===== config.mk =====
export PLATFORM = sky130hd
export DESIGN_NAME = tx_fifo
export DESIGN_NICKNAME = d
export VERILOG_FILES = /design/src/rtl/tx_fifo.sv
export SDC_FILE = /design/constraint.sdc
export NUM_CORES = 1
export LEC_CHECK = 0
export ABC_AREA = 1
export BUFFER_PORTS_ARGS = -buffer_cell sky130_fd_sc_hd__clkbuf_2
export CAP_MARGIN = 10
export CORE_MARGIN = 5
export CORE_UTILIZATION = 55
export DETAILED_ROUTE_END_ITERATION = 10
export MAX_ROUTING_LAYER = met4
export PLACE_DENSITY = 0.82
export REMOVE_ABC_BUFFERS = 1
export SYNTH_ARGS = -nofsm -noshare
export SYNTH_HDL_FRONTEND = slang
export SYNTH_SLANG_ARGS = --single-unit

===== constraint.sdc =====
create_clock -name clk -period 2.5 [get_ports clk]
set_clock_uncertainty 0.05 [all_clocks]
set_input_delay 0.25 -clock clk [delete_from_list [all_inputs] [get_ports clk]]
set_output_delay 0.25 -clock clk [all_outputs]
set_load 0.02 [all_outputs]

===== src/rtl/tx_fifo.sv =====
// tx_fifo: synchronous transmit FIFO between the RMAP reply generator and the
// SpaceWire transmitter. Carries 9-bit N-chars (bit 8 = control flag) in order,
// with a registered (non-fall-through) read port and registered status flags.
module tx_fifo #(
  parameter int WIDTH      = 9,
  parameter int DEPTH_LOG2 = 4
) (
  input  logic                  clk,
  input  logic                  rst,
  input  logic                  writeEnable,
  input  logic [WIDTH-1:0]      dataIn,
  output logic                  full,
  input  logic                  readEnable,
  output logic [WIDTH-1:0]      dataOut,
  output logic                  empty,
  output logic [DEPTH_LOG2:0]   usedWords
);

  localparam int DEPTH = 1 << DEPTH_LOG2;
  localparam logic [DEPTH_LOG2:0] DEPTH_CNT = DEPTH[DEPTH_LOG2:0];

  // Storage; no reset so it maps onto block RAM.
  logic [WIDTH-1:0]      r_mem [DEPTH];

  logic [DEPTH_LOG2-1:0] r_wr_ptr;
  logic [DEPTH_LOG2-1:0] r_rd_ptr;
  logic [DEPTH_LOG2:0]   r_count;
  logic                  r_full;
  logic                  r_empty;
  logic [WIDTH-1:0]      r_data_out;

  logic                  w_push;
  logic                  w_pop;
  logic [DEPTH_LOG2:0]   w_count_next;

  // Legality is judged on the flags as they stand before the edge, so a
  // push at full or a pop at empty is silently dropped.
  assign w_push = writeEnable & ~r_full;
  assign w_pop  = readEnable  & ~r_empty;

  // Next occupancy: simultaneous legal push and pop leave it unchanged.
  always_comb begin
    w_count_next = r_count;
    case ({w_push, w_pop})
      2'b10:   w_count_next = r_count + 1'b1;
      2'b01:   w_count_next = r_count - 1'b1;
      default: w_count_next = r_count;
    endcase
  end

  // Memory write port; a push at full never reaches here, so the slot being
  // read out is never overwritten in the same cycle.
  always_ff @(posedge clk) begin
    if (w_push && !rst) begin
      r_mem[r_wr_ptr] <= dataIn;
    end
  end

  // Pointers, occupancy and flags; flags are derived from the next count so
  // they change on the same edge as the operation that causes them.
  always_ff @(posedge clk) begin
    if (rst) begin
      r_wr_ptr <= '0;
      r_rd_ptr <= '0;
      r_count  <= '0;
      r_full   <= 1'b0;
      r_empty  <= 1'b1;
    end else begin
      if (w_push) begin
        r_wr_ptr <= r_wr_ptr + 1'b1;
      end
      if (w_pop) begin
        r_rd_ptr <= r_rd_ptr + 1'b1;
      end
      r_count <= w_count_next;
      r_full  <= (w_count_next == DEPTH_CNT);
      r_empty <= (w_count_next == '0);
    end
  end

  // Registered read port: loads only on a legal pop, otherwise holds.
  always_ff @(posedge clk) begin
    if (rst) begin
      r_data_out <= '0;
    end else if (w_pop) begin
      r_data_out <= r_mem[r_rd_ptr];
    end
  end

  assign full      = r_full;
  assign empty     = r_empty;
  assign usedWords = r_count;
  assign dataOut   = r_data_out;

endmodule


# == Yosys cells after proc, flatten, opt, wreduce, memory -nomap -nowiden ==
# Memories as Yosys holds them, arrays and structs flattened. A register that Yosys moved wholly into a read port is not among the register bits.
# Cells that the tools add are included.
# op_classes
n_eq_ne,3
n_reduce_logical,3
muxes,3
addsub,4
n_bitwise,4
# ops
op,count
one-hot mux 5 bit (2 select lines),1
"adder 4 x 1 -> 4 bit, second input constant",2
"adder 5 x 1 -> 5 bit, second input constant",1
"== test 5 bit, second input constant",1
zero test 5 bit,1
"subtractor 5 x 1 -> 5 bit, second input constant",1
AND 1 bit,2
"== test 2 x 1 -> 1 bit, second input constant",1
"== test 2 bit, second input constant",1
2-to-1 mux 1 bit,2
inverter 1 bit,2
logical AND 1 bit,1
zero test 1 bit,1
# totals
memories,1
in_bits,13
reg_bits,15
output_inout_bits,16
mem_bits_rw,144
elab_cells,23
# mem_list
memory,words,word_bits,rd,rd_ports_with_merged_regs,wr,line_no,source
r_mem,16,9,1,1,1,23,logic [WIDTH-1:0] r_mem [DEPTH];

# == Longest topological paths before layout ==
# logic_depth
ltp_word,5
ltp_mapped,17
ltp_nobuf,17

# == Worst setup path after synthesis ==
# No wires, ideal clock.
# synth_timing
kind,register -> register
startpoint,"reg r_empty, in the netlist empty"
endpoint,"reg r_full, in the netlist full"
stages_incl_launch_ff,13
synth_period_minus_slack_ns,1.979
n_path_buf,1
t_arrival_ns,1.816
setup_ns,0.113
required_ns,2.337
setup_slack_ns,0.521
path_cell_list,dfxtp_1 nor2_8 buf_1 ha_1 nand2_1 nand2_1 nand3_2 o21ai_1 nand3_1 nand2_1 nand2_1 nand2_1 nor2_1
# synth_between
elab_chain_len,5
word_cells_on_any_way,6
classes_between,eq/ne: 3; mux: 1; bitwise: 2
# synth_rtl
element,line_no,source
from (decl),29,logic r_empty;
from (signal assigned),77,r_empty <= (w_count_next == '0);
inverter 1 bit (*),39,assign w_pop = readEnable & ~r_empty;
AND 1 bit (*),39,
== test 2 x 1 -> 1 bit or == test 2 bit (tied branches),44,"case ({w_push, w_pop})"
one-hot mux 5 bit (2 select lines) (*),44,
== test 5 bit (*),76,r_full <= (w_count_next == DEPTH_CNT);
to (signal assigned),76,
to (decl),28,logic r_full;
# Mark *: on every way between the ends. The rest lies on a longest branch, timed or not.
# A chain may end at the register's enable or synchronous reset.

==> results.toml <==
[place]
port_buffers = 28
dp.cells = 762
post-dp-hpwl_um = 9640
gp_congestion = 0.799

[timing]
hold_slack_ps = 165
tns_ps = 0
slew_headroom_pct = 51.7
max_freq_ghz = 0.498
worstMarginPinSlew_ps = 724
finalHoldViolCount = 0
final-max-slew-violation-count = 0
post-route-period-util_pct = 80.3
period_needed_ps = 2010
rsz0062_at_grt = "false"
finalSetupViolCount = 0

[routing]
routed_wl_um = 15800
viasPerCell = 6.07
ant_nets = 0
drc = 0
initialDrtViolationCount = 575
dr.pass1.iters = 6
vias = 4821
routedWlPerCell_um = 19.9

[synth]
synth_area_per_cell_um2 = 11.9
yosys_warnings = 0
netlist_instances = 575
syn_area_um2 = 6830
synth.distinct_cells = 29
synth_seq_cells = 168
seq_area_frac_synth_pct = 70.3

[setup_path]
worstRegToRegCells = 7
worst-path-stages = 7
reg2reg_to = "dataOut[1]$_SDFFE_PP0P_"
critPathLaunch = "r_rd_ptr[0]$_SDFFE_PP0P_"
critPathMaxFanout = 74
slowest_delay_ps = 580
crit_buf_inv = 2
reg2reg_slack_ps = 490
critPathLaunchType = "register"
cp-end-kind = "register"
r2r-start = "r_rd_ptr[0]$_SDFFE_PP0P_"
path_class = "reg2reg"
worstPathRequired_ps = 2810
cp_cell_sequence = "buf_4 -> o21ai_0 -> o221ai_1 -> nand3_1 -> o211ai_1 -> nand2_1 -> inv_1"
crit_slowest_cell = "buf_4"
path_delay_family = "buffers and inverters"
cp-endpoint = "dataOut[1]$_SDFFE_PP0P_"
cp_data_arrival_time_ps = 2320

[clock_tree]
cts.sink_count = 168
clockBufferDepth = 2
cts_setup_buffers = 0
cts_made_buffers = 17
cts.htree.levels = 4
ctsResizeCount = 0
clk_latency_ps = 420
postCtsHoldBufs = 0
cts_root_buf = "clkbuf_16"
cts_tree = "yes"
clk_pin_slew_ps = 70

[final_layout]
layout_common_cells = "edfxtp_1 (144), nor2_1 (113), o21ai_0 (81)"
final_cells = 794
area_delta_synth_final_pct = 13.8
fillers = 898
fin_nets = 633
antennaDiodeCount = 0
finish.utilization_pct = 64.2
drive_gt1_share_pct = 14.7
layout_commonest_cell = "edfxtp_1"

[global_route]
antenna_found_initial = 0
grt_pass1_vias = 4716
grt_pass1_wl_um = 25200
grt_max_degree = 75
grt_overflow_total = 0
grtUsageTotal_pct = 23.0

[floorplan]
rows = 40
dieArea_um2 = 14800
core_area_um2 = 12100
start_util_pct = 56.4
ios = 29
die_y_um = 121
die_w_um = 121

[min_path]
hold_path_class = "in2reg"

[power_and_ir_drop]
p_per_area_nw_per_um2 = 856
vdd_drop_max_mv = 0.561
p_leak_uw = 0.00277

[run]
cap_violations = 0

[run_status]
status = "completed"
synth_stat cells:
library cell / count / area share [%]
inv_1: 33 / 1.8
clkbuf_1: 8 / 0.44
xor2_1: 1 / 0.13
inv_4: 1 / 0.092
clkinv_1: 1 / 0.055
o22ai_1: 6 / 0.55
o21bai_1: 1 / 0.11
o21ai_0: 81 / 5.9
nand3_2: 2 / 0.29
nand2_4: 2 / 0.33
buf_1: 3 / 0.16
o221ai_1: 30 / 3.8
buf_4: 2 / 0.22
nor2_1: 113 / 6.2
a21oi_1: 7 / 0.51
dfxtp_1: 24 / 7.0
buf_2: 17 / 1.2
inv_2: 2 / 0.11
o21ai_1: 4 / 0.29
nand3_1: 33 / 2.4
o211ai_1: 3 / 0.33
clkbuf_2: 1 / 0.073
nand2_1: 35 / 1.9
nand2_2: 2 / 0.18
nor3_1: 10 / 0.73
nand4_1: 1 / 0.092
ha_1: 7 / 1.3
edfxtp_1: 144 / 63
nor2_8: 1 / 0.29
per-stage QoR:
stage	setup WS [ps]	cell area, um2	power [uW]
floorplan	-155	6690	3830
global placement	667	7200	4110
detailed placement	575	7200	4180
CTS	553	7770	6650
global route	318	7770	6930
finish	492	7770	6650
cell families after synthesis:
kind of cell,after synthesis,synth area share [%]
buffers and inverters,68,4.21
AOI/OAI and AO/OA,132,11.6
and+or+nand+nor,199,12.5
xor gates and xnor gates,1,0.128
adders and majority gates,7,1.28
DFF,168,70.3
per-layer routing:
layer,wire [um],track usage [%],vias to the layer above
met4,544,10.2,0
met2,7830,35.7,293
met1,5990,29.2,2317
met5,0,-,-
li1,-,-,2153
met3,1410,5.36,58
sequential cells by signal, summed over array words and instances (netlist names):
signal / flops
r_mem: 144
dataOut: 9
full: 1
empty: 1
r_wr_ptr: 4
usedWords: 5
r_rd_ptr: 4
cell type report:
| type | instances | area (um2) | area share, % |
|---|---|---|---|
| Multi-Input combinational cell | 339 | 1740 | 22.4 |
| Inverter | 37 | 141 | 1.82 |
| Clock buffer | 17 | 425 | 5.47 |
| Tap cell | 168 | 210 | 2.70 |
| Timing Repair Buffer | 50 | 305 | 3.93 |
| Sequential cell | 168 | 4810 | 61.8 |
| Clock inverter | 15 | 144 | 1.85 |
worst reg2reg max path: cells and delay by family (launching register included):
kind,cells,cell delay [ps]
flip-flops,1,350
AO/OA/AOI/OAI,3,660
buffers and inverters,2,640
AND/OR/NAND/NOR,2,240
where the power goes:
group / total [uW] / leakage (uW) / switching (uW) / internal [uW]
combinational: 965 / 0.00100 / 688 / 277
clock: 2500 / 0.000275 / 1110 / 1390
sequential: 3190 / 0.00149 / 68.5 / 3120
worst min-delay path by stage:
| stage | start | end | slack (ps) | cells past startpoint |
|---|---|---|---|---|
| after floorplan | rst | usedWords[3]$_SDFF_PP0_ | 270 | 1 |
| after global placement | usedWords[3]$_SDFF_PP0_ | usedWords[3]$_SDFF_PP0_ | 450 | 2 |
| after detailed placement | usedWords[3]$_SDFF_PP0_ | usedWords[3]$_SDFF_PP0_ | 460 | 2 |
| after CTS | writeEnable | r_wr_ptr[1]$_SDFFE_PP0P_ | 150 | 3 |
| after global routing | writeEnable | r_wr_ptr[1]$_SDFFE_PP0P_ | 180 | 3 |
| final | writeEnable | r_wr_ptr[1]$_SDFFE_PP0P_ | 170 | 3 |
No activity file was read; power rests on OpenSTA's default activity.
